$ cat src/rtl/pll_lock_reset_seq.sv
// Fabric/core reset sequencer for the CCC GL0 domain: waits for a stable PLL lock,
// releases fabric then core reset, and handles lock loss and debug core resets.
//
// state    | meaning
// ---------+----------------------------------------------------------
// S_WAIT   | both resets held, waiting for synchronized LOCK and MSS_READY
// S_STABLE | both resets held, timing the LOCK/MSS_READY stability window
// S_FAB_UP | fabric released, core held for the core delay
// S_RUN    | both resets released
// S_SOFT   | fabric released, core pulsed low for a soft reset request
module pll_lock_reset_seq #(
    parameter int LOCK_STABLE_CYCLES = 1024,
    parameter int CORE_DELAY_CYCLES  = 16,
    parameter int SOFT_RESET_CYCLES  = 32,
    parameter int CNT_W              = 16
) (
    input  logic       CLK,
    input  logic       RESETN,
    input  logic       LOCK,
    input  logic       MSS_READY,
    input  logic       SOFT_RESET_REQ,
    input  logic       CLEAR_LOST,
    output logic       FABRIC_RESET_N,
    output logic       CORE_RESET_N,
    output logic       LOCK_LOST,
    output logic [7:0] LOCK_LOSS_COUNT
);

    typedef enum logic [2:0] {
        S_WAIT   = 3'd0,
        S_STABLE = 3'd1,
        S_FAB_UP = 3'd2,
        S_RUN    = 3'd3,
        S_SOFT   = 3'd4
    } state_t;

    localparam logic [CNT_W-1:0] STABLE_LAST = CNT_W'(LOCK_STABLE_CYCLES - 1);
    localparam logic [CNT_W-1:0] CORE_LAST   = CNT_W'(CORE_DELAY_CYCLES - 1);
    localparam logic [CNT_W-1:0] SOFT_LAST   = CNT_W'(SOFT_RESET_CYCLES - 1);

    state_t           state;
    logic [CNT_W-1:0] cnt;
    logic             lock_meta;
    logic             lock_s;
    logic             rdy_meta;
    logic             rdy_s;
    logic             lock_loss;

    always_ff @(posedge CLK or negedge RESETN) begin
        if (!RESETN) begin
            lock_meta <= 1'b0;
            lock_s    <= 1'b0;
            rdy_meta  <= 1'b0;
            rdy_s     <= 1'b0;
        end else begin
            lock_meta <= LOCK;
            lock_s    <= lock_meta;
            rdy_meta  <= MSS_READY;
            rdy_s     <= rdy_meta;
        end
    end

    // Only lock loss tears down a released system; rdy_s is ignored past STABLE.
    assign lock_loss = !lock_s && (state == S_FAB_UP || state == S_RUN || state == S_SOFT);

    always_ff @(posedge CLK or negedge RESETN) begin
        if (!RESETN) begin
            state           <= S_WAIT;
            cnt             <= '0;
            FABRIC_RESET_N  <= 1'b0;
            CORE_RESET_N    <= 1'b0;
            LOCK_LOST       <= 1'b0;
            LOCK_LOSS_COUNT <= 8'd0;
        end else begin
            if (lock_loss) begin
                LOCK_LOST <= 1'b1;
                if (LOCK_LOSS_COUNT != 8'hFF) begin
                    LOCK_LOSS_COUNT <= LOCK_LOSS_COUNT + 8'd1;
                end
            end else if (CLEAR_LOST) begin
                LOCK_LOST <= 1'b0;
            end

            if (lock_loss) begin
                state          <= S_WAIT;
                cnt            <= '0;
                FABRIC_RESET_N <= 1'b0;
                CORE_RESET_N   <= 1'b0;
            end else begin
                case (state)
                    S_WAIT: begin
                        if (lock_s && rdy_s) begin
                            state <= S_STABLE;
                            cnt   <= '0;
                        end
                    end
                    S_STABLE: begin
                        if (!(lock_s && rdy_s)) begin
                            state <= S_WAIT;
                            cnt   <= '0;
                        end else if (cnt == STABLE_LAST) begin
                            state          <= S_FAB_UP;
                            cnt            <= '0;
                            FABRIC_RESET_N <= 1'b1;
                        end else begin
                            cnt <= cnt + CNT_W'(1);
                        end
                    end
                    S_FAB_UP: begin
                        if (cnt == CORE_LAST) begin
                            state        <= S_RUN;
                            cnt          <= '0;
                            CORE_RESET_N <= 1'b1;
                        end else begin
                            cnt <= cnt + CNT_W'(1);
                        end
                    end
                    S_RUN: begin
                        if (SOFT_RESET_REQ) begin
                            state        <= S_SOFT;
                            cnt          <= '0;
                            CORE_RESET_N <= 1'b0;
                        end
                    end
                    S_SOFT: begin
                        if (cnt == SOFT_LAST) begin
                            state        <= S_RUN;
                            cnt          <= '0;
                            CORE_RESET_N <= 1'b1;
                        end else begin
                            cnt <= cnt + CNT_W'(1);
                        end
                    end
                    default: begin
                        state          <= S_WAIT;
                        cnt            <= '0;
                        FABRIC_RESET_N <= 1'b0;
                        CORE_RESET_N   <= 1'b0;
                    end
                endcase
            end
        end
    end

endmodule
$ cat config.mk
export PLATFORM = sky130hd
export DESIGN_NAME = pll_lock_reset_seq
export DESIGN_NICKNAME = d
export VERILOG_FILES = /design/src/rtl/pll_lock_reset_seq.sv
export SDC_FILE = /design/constraint.sdc
export NUM_CORES = 1
export LEC_CHECK = 0
export ABC_AREA = 1
export BUFFER_PORTS_ARGS = -buffer_cell sky130_fd_sc_hd__buf_2
export CORE_ASPECT_RATIO = 0.9
export CORE_MARGIN = 10
export CORE_UTILIZATION = 35
export CTS_CLUSTER_DIAMETER = 200
export DETAILED_ROUTE_END_ITERATION = 7
export PLACE_DENSITY = 0.6
export SLEW_MARGIN = 20
export SYNTH_ARGS = -nofsm -noshare
export SYNTH_HDL_FRONTEND = slang
export SYNTH_SLANG_ARGS = --single-unit
$ cat constraint.sdc
create_clock -name CLK -period 2.2 [get_ports CLK]
set_clock_uncertainty 0.2 [all_clocks]
set_input_delay 0.66 -clock CLK [delete_from_list [all_inputs] [get_ports CLK]]
set_output_delay 0.66 -clock CLK [all_outputs]
set_load 0.03 [all_outputs]
== Word-level counts from Yosys, hierarchy flattened ==
Index checks and enable logic that the tools add are counted.

* Bits in registers: 34
* Logic and storage cells: 70

* Add/subtract/negate cells: 2
* Equal/unequal tests: 17
* Multiplexer cells: 27
* Reductions and logical operators: 14

{| class="wikitable"
|+ Operators by type and width
! operator !! number
|-
| $mux W16 || 7
|-
| $pmux W16 S5 || 1
|-
| $mux W3 || 7
|-
| $add A16 B1 Y16 const B || 1
|-
| $eq A16 B10 Y1 const B || 1
|-
| $eq A16 B4 Y1 const B || 1
|-
| $eq A16 B5 Y1 const B || 1
|-
| $pmux W3 S5 || 1
|-
| $ne A3 B3 Y1 const B || 4
|-
| $mux W1 || 9
|-
| $add A8 B1 Y8 const B || 1
|-
| $ne A8 B8 Y1 const B || 1
|-
| $eq A3 B2 Y1 const B || 2
|-
| $ne A3 B2 Y1 const B || 2
|-
| $reduce_and A5 Y1 || 1
|-
| $ne A2 B1 Y1 const B || 2
|-
| $ne A4 B4 Y1 const B || 1
|-
| $pmux W1 S4 || 1
|-
| $reduce_and A2 Y1 || 2
|-
| $reduce_and A4 Y1 || 1
|-
| $reduce_or A4 Y1 || 1
|-
| $eq A3 B1 Y1 const B || 1
|-
| $eq A3 B3 Y1 const B || 1
|-
| $logic_not A3 Y1 || 1
|-
| other kinds (7) || 9
|}

== Logic depth before layout (Yosys ltp) ==
Gate-level depths: netlist of the first run.

* Depth after elaboration: 6
* Gate-level depth with buffers: 11
* Mapped depth without buffers: 10

== Least setup slack after synthesis of the first run ==
OpenSTA, ideal clock, no wires.

* Path kind: reg-to-reg
* Start: register LOCK_LOSS_COUNT[1]
* End: register LOCK_LOSS_COUNT[2]
* Setup time: 0.138 ns
* Data arrival time: 1.495 ns
* Path slack: 0.367 ns
* Stages on the path, launching flop included: 8
* Buffers on the path: 0
* Period minus slack after synthesis: 1.833 ns
* Cell sequence: dfrtp_1 > ha_1 > nand2_1 > nor3_1 > nand3_1 > nand2_2 > nor2_1 > xor2_1

* Cells in the longest elaborated chain, start to end: 2
* Elaborated cells on any way between the ends: 3
* Those cells by class: 1 x add/sub; 1 x eq/ne; 1 x reduce/logical

{| class="wikitable"
|+ RTL lines
! what !! RTL line !! source
|-
| start: declaration || 26 || <nowiki>output logic [7:0] LOCK_LOSS_COUNT</nowiki>
|-
| start signal: assignment || 78 || <nowiki>LOCK_LOSS_COUNT <= LOCK_LOSS_COUNT + 8'd1;</nowiki>
|-
| branches (longest 2 deep; another with $add A8 B1 Y8) || - ||
|}

Several ways; the timed one is not identified.
A chain may end at the register's enable or synchronous reset.

== Worst setup path after layout of the first run ==
* Start: register cnt[0]
* End: register state[2]

* Cells in the longest elaborated chain, start to end: 3
* Elaborated cells on any way between the ends: 7
* Those cells by class: 6 x eq/ne; 1 x reduce/logical

{| class="wikitable"
|+ RTL lines
! what !! RTL line !! source
|-
| start: declaration || 42 || <nowiki>logic [CNT_W-1:0] cnt;</nowiki>
|-
| start signal: assignment || 106 || <nowiki>cnt <= cnt + CNT_W'(1);</nowiki>
|-
| start signal: assignment || 115 || <nowiki>cnt <= cnt + CNT_W'(1);</nowiki>
|-
| start signal: assignment || 131 || <nowiki>cnt <= cnt + CNT_W'(1);</nowiki>
|-
| $eq A16 B10 Y1, or another cell as far along || 101 || <nowiki>end else if (cnt == STABLE_LAST) begin</nowiki>
|-
| $ne A4 B4 Y1 (no line) / $ne A3 B2 Y1 (equally long branches) || - ||
|-
| $reduce_and A5 Y1 (no line) (*) || - ||
|-
| end signal: assignment || 99 || <nowiki>state <= S_WAIT;</nowiki>
|-
| end signal: assignment || 102 || <nowiki>state <= S_FAB_UP;</nowiki>
|-
| end signal: assignment || 111 || <nowiki>state <= S_RUN;</nowiki>
|-
| end: declaration || 41 || <nowiki>state_t state;</nowiki>
|}

Every way passes the cells marked *; elsewhere a longest branch is shown, timed or not.

==> summary.md, run 1 <==
| Metric | Value |
|---|---|
| Largest net degree at the start of global routing | 22 |
| Final Util | just over 40% |
| Full die area | 9450 um2 |
| Clk sink count | 34 |
| Min-delay worst type | input pin to async pin |
| Worst slew pin tran | around 0.36 ns |
| Row count | 26 |
| Outcome | completed |
| RSZ-0062 raised after global routing | no |
| Slowest cell delay on critical path | around 0.41 ns |
| Resized cells post-CTS | 0 |
| Cell leakage power | 0.00114 uW |
| PD cells | around 960 nW/um2 |
| Part of the Yosys area used for sequential elements | 40.8% |
| Worst slew margin | 76.0% |
| Port Buffers | 16 |
| Setup violators final | 0 |
| Iter 0 DRT Violations | a little over 90 |
| Postcts setup bufs | 0 |
| Critical path class | flop to flop |
| CP cell instances | ha_1, nand3_4, nor2_4, nand3_2, nand2_2, nand2_4, nor2_8, nand2_1, nand2_1 |
| Post-Synthesis Cells | about 280 |
| Mapped Area | ~2100 um2 |
| Register Area | approximately 850 um2 |
| Vias/cell | between 4 and 5 |
| Die width | 101 um |
| Root Driver | clkbuf_8 |
| DRT Wirelength | about 4.3 mm |
| First-pass GRT wire length | roughly 7.5 mm |
| Crit Path Max Fanout | 16 |
| Core ar. | about 5700 um2 |
| Gr ovfl total | 0 |
| Cts hold-fix bufs | 0 |
| CP required | roughly 2.2 ns |
| Reg2reg start | cnt[0] |
| Worst Setup SP | cnt[0] |
| Final min period | approximately 1.9 ns |
| Max IR drop VDD | between 0.5 and 0.6 mV |
| Setup crit end kind | flop |
| Worst reg2reg path depth | 9 |
| CTS tree | built |
| Worst slack, placed | ~0.26 ns |
| Routed via count | 1723 |
| Share of layout cells above drive strength 1 | between 20% and 30% |
| Syn_nets | about 280 |
| CP endpoint | state[2] |
| Synth top area share | roughly two fifths |
| DR pass1 iterations | 4 |
| Initial core utilization | between 30 and 40% |
| F_max | a little over 500 MHz |
| Startpoint Class | flop |
| Multi-input logic area | between 1000 and 1500 um2 |
| MaxCap Viol Count | 0 |
| Reg-to-reg endpoint | state[2] |
| Clock transition at path regs | ~0.070 ns |
| Top Ports | 17 |
| Tot GR Track Use | 9.81% |
| Yosys cell types | 28 |
| Flop-to-flop setup slack | between 0.2 and 0.3 ns |
| Endpoints failing hold | 0 |
| Most frequent CP cell | nand2_1 |
| Max H-tree Level | 2 |
| Fill cells | roughly 600 |
| Crit path DAT | just under 2 ns |
| DP HPWL | 3.43 mm |
| Top cells by area, synth | dfrtp_1, nand2_1, nor2_1 |
| Max clock buf depth | 2 |
| Antenna Cells | 0 |
| Mean post-synth cell area | about 7.6 um2 |
| YS warnings | 0 |
| Layout net count | approximately 310 |
| Initial antenna violation count | 0 |
| Vias in the first global route | approximately 1600 |
| Yosys reg bits | 34 |
| Min Hold Slack | between 0.07 and 0.08 ns |
| Die height | 93.2 um |
| GP Congestion | roughly 0.85 |
| Clock latency at the later pin of the worst-skew pair | slightly below 0.3 ns |
| Crit-path slowest cell | dfrtp_1 |
| Area grow syn2layout | 11.9% |
| Post-route setup slack | roughly 0.27 ns |
| DRC | 0 |
| Area leader, netlist | dfrtp_1 |
| Post-DRT Antenna Nets | 0 |
| CTS buffer count | 5 |
| Setup TNS | 0 ns |
| WL/cell | roughly 12 um |
| Max Transition Viols Final | 0 |
| Tcrit/Tclk final | around 90% |
[layout make-up]
type	instances	area share (%)
timing repair buffer	18	4.61
clock buffer	6	3.54
tap	70	3.76
multi-input combinational	205	45.5
sequential	34	36.5
clock inverter	2	0.536
inverter	34	5.58
[per-layer routing]
metal,GRT usage (%),wire length (um),up-vias
li1,-,-,910
met1,13.5,2280,787
met2,14.1,1840,21
met3,3.02,152,5
met4,3.48,50,0
met5,0,0,-
[power by group]
group | switching [uW] | total, uW | internal, uW
Combinational | 674 | 938 | 263
Sequential | 102 | 817 | 715
Clock | 222 | 474 | 251
Total | 999 | 2230 | 1230
[logic make-up (layout without fill, tap and decap cells)]
kind of cell | after synthesis | after routing | synth area share, %
and+or+nand+nor | 176 | 176 | 40.9
buffers and inverters | 37 | 60 | 8.28
DFF | 34 | 34 | 40.8
AOI/OAI and AO/OA | 17 | 17 | 4.56
xor gates and xnor gates | 10 | 10 | 4.20
adders and majority gates | 2 | 2 | 1.20
[per-stage QoR]
step | total power (uW) | area (um2) | cells
after floorplan | 1610 | 2080 | 276
after global placement | 1770 | 2240 | 361
after detailed placement | 1770 | 2240 | 361
after CTS | 2260 | 2330 | 369
after global routing | 2410 | 2330 | 369
final | 2230 | 2330 | 369
[worst min-delay path by stage]
stage                    from  slack (ns)      to
floorplan           lock_meta        0.13  lock_s
global placement     rdy_meta        0.14   rdy_s
detailed placement   rdy_meta        0.14   rdy_s
CTS                    RESETN        0.08  cnt[3]
global route           RESETN        0.09  cnt[2]
finish                 RESETN        0.07  cnt[5]
[state kept, by name (all words and copies together), names as in the netlist]
signal,count
state,3
CORE_RESET_N,1
LOCK_LOSS_COUNT,8
LOCK_LOST,1
cnt,16
rdy_meta,1
lock_meta,1
lock_s,1
rdy_s,1
FABRIC_RESET_N,1
[cell usage after synthesis]
library cell and instances:
a211oi_1 1, a21oi_1 1, a21oi_2 1, buf_12 1
buf_6 2, dfrtp_1 34, ha_1 2, inv_1 28
inv_2 5, inv_4 1, nand2_1 78, nand2_2 8
nand2_4 2, nand3_1 23, nand3_2 1, nand3_4 1
nand3b_1 1, nand4_1 7, nor2_1 33, nor2_2 11
nor2_4 5, nor2_8 1, nor3_1 5, o21ai_0 12
o21bai_1 1, o22ai_1 1, xnor2_1 2, xor2_1 8
[cells in the final DEF (no fill, tap or decap), types with 2 or more instances in the layout]
master / netlist / routed
dfrtp_1: 34 / 34
clkbuf_8: 0 / 6
inv_1: 28 / 28
nor2_1: 33 / 33
nor2_2: 11 / 11
xor2_1: 8 / 8
nand4_1: 7 / 7
inv_2: 5 / 5
xnor2_1: 2 / 2
nor3_1: 5 / 5
o21ai_0: 12 / 12
ha_1: 2 / 2
nor2_4: 5 / 5
nand2_4: 2 / 2
buf_2: 0 / 16
nand2_2: 8 / 8
nand3_1: 23 / 23
nand2_1: 78 / 78
[worst max-delay path, delay by kind of cell, from the launching register on]
family	cells	cell delay, ns
flops	1	0.41
fa+ha+maj	1	0.25
simple gates	8	1.00
Power figures use the tool's default switching activity.
==> run 2, diff against run 1 <==
Settings changed: PLACE_DENSITY 0.6 to 0.62, SETUP_SLACK_MARGIN from default to 0.3.
Clock period 2.2 ns to 1.6 ns, I/O delays scaled along.
==> summary.md, run 2 (synthesis results as in run 1) <==
| Metric | Value |
|---|---|
| Outcome | finished with violations |
| Failing checks | setup timing |
| Reg with most FFs | cnt |
| WL/cell | around 13 um |
| Most frequent cells in the layout | nand2_1, buf_4, dfrtp_1, inv_1, nor2_1 |
| Pwr Total | 4290 uW |
| Worst slew margin | just over 80% |
| Max reg flops | 16 |
| Endpoints failing hold | 0 |
| Startpoint Class | flop |
| Setup crit end kind | flop |
| First-pass GRT wire length | between 9 and 10 mm |
| Port Buffers | 16 |
| DRC | 0 |
| Core ar. | around 5700 um2 |
| Full die area | roughly 9400 um2 |
| Tot GR Track Use | roughly an eighth |
| Setup violators final | 18 |
| Max clock buf depth | 2 |
| Commonest non-fill, non-tap cell in the layout | nand2_1 |
| Top Ports | 17 |
| Iter 0 DRT Violations | 31 |
| Die height | around 93 um |
| Vias/cell | ~4.7 |
| Max IR drop VDD | 0.783 mV |
| Clock transition at path regs | approximately 0.08 ns |
| Max Transition Viols Final | 0 |
| Vias in the first global route | between 2000 and 2500 |
| Antenna Cells | 0 |
| F_max | a little under 600 MHz |
| Clock latency at the later pin of the worst-skew pair | about 0.29 ns |
| Layout net count | approximately 370 |
| Post-route setup slack | -0.114 ns |
| Row count | 26 |
| Share of layout cells above drive strength 1 | a little under half |
| Min-delay worst type | input pin to flop |
| Initial antenna violation count | 0 |
| MaxCap Viol Count | 0 |
| Crit path DAT | roughly 1.7 ns |
| Worst reg2reg path depth | 9 |
| Max H-tree Level | 2 |
| Die width | between 100 and 150 um |
| Worst Hold Depth | 1 |
| Initial core utilization | 36.4% |
| Post-DRT Antenna Nets | 0 |
| Final Util | a little under three fifths |
| Final min period | roughly 1.7 ns |
| Largest net degree at the start of global routing | 35 |
| Crit Path Max Fanout | 6 |
| RSZ-0062 raised after global routing | yes |
| CP required | 1.57 ns |
| GP Congestion | 0.808 |
| DRT Wirelength | 5.55 mm |
| Top Registers | cnt: 16 flops, LOCK_LOSS_COUNT: 8 flops, state: 3 flops |
| Gr ovfl total | 0 |
| Critical path class | flop to flop |
| Area grow syn2layout | 53.1% |
| CTS buffer count | 5 |
| Clk sink count | 34 |
| DR pass1 iterations | 4 |
| DP HPWL | ~3.8 mm |
| CTS tree | built |
| Worst slew pin tran | 0.264 ns |
| Tcrit/Tclk final | 107% |
| Routed via count | 2025 |
| Root Driver | clkbuf_8 |
| Cell leakage power | roughly 0.0015 uW |
| Worst slack, placed | -0.108 ns |
| PD cells | approximately 1300 nW/um2 |
-- run 2: routing by layer --
metal / global-route usage [%] / up-vias / share of wire (%)
met5: 0 / - / 0
met4: 4.29 / 0 / 1.1
met3: 3.31 / 7 / 3.5
met2: 20.5 / 20 / 50
met1: 14.7 / 959 / 45
li1: - / 1039 / -
-- run 2: cell type report --
class,count,area [um2]
multi-input cells,205,1290
inverters,34,135
clock buffers,6,82.6
repair buffers,84,727
flip-flops and latches,34,860
clock inverters,2,12.5
fillers,510,2530
well taps,70,87.6
-- run 2: worst paths after layout --
path / from / end / slack (ns)
worst min-delay path: LOCK / lock_meta / 0.08
worst max-delay path: cnt[1] / cnt[14] / -0.11
min in group asynchronous: RESETN / LOCK_LOSS_COUNT[2] / 0.48
max in group asynchronous: RESETN / cnt[3] / 0.52
worst max register to register: cnt[1] / cnt[14] / -0.11
worst min register to register: lock_meta / lock_s / 0.15
-- run 2: worst max-delay path: stages, from the launching register on --
cell and delay, ns:
dfrtp_1 0.39, ha_4 0.17, nand3_4 0.09, nor2_4 0.15
nand3_2 0.08, nand2_2 0.09, nand2_4 0.07, nor2_8 0.16
buf_12 0.15, a21oi_2 0.04
-- run 2: what timing repair did --
action,4_1_cts,5_1_grt
hold endpoints to repair,34,0
setup endpoints to repair,41,41
gates resized for setup,47,36
pin swaps,12,16
buffers inserted,11,6
gates cloned,0,0
hold buffers,1,0
-- run 2: power breakdown --
group          internal (uW)  switching [uW]  leakage, uW
sequential               990             142     0.000446
clock                    346             338    0.0000472
combinational           1150            1330      0.00105
-- run 2: metrics by stage --
step / std cells / hold WS [ns] / instance area (um2) / TNS (ns)
after floorplan: 276 / -0.0156 / 2120 / -0.747
after global placement: 409 / 0.133 / 2670 / -0.989
after detailed placement: 409 / 0.136 / 2670 / -1.57
after CTS: 429 / 0.0752 / 3020 / -1.56
after global routing: 435 / 0.0801 / 3190 / -4.14
final: 435 / 0.0845 / 3190 / -1.73
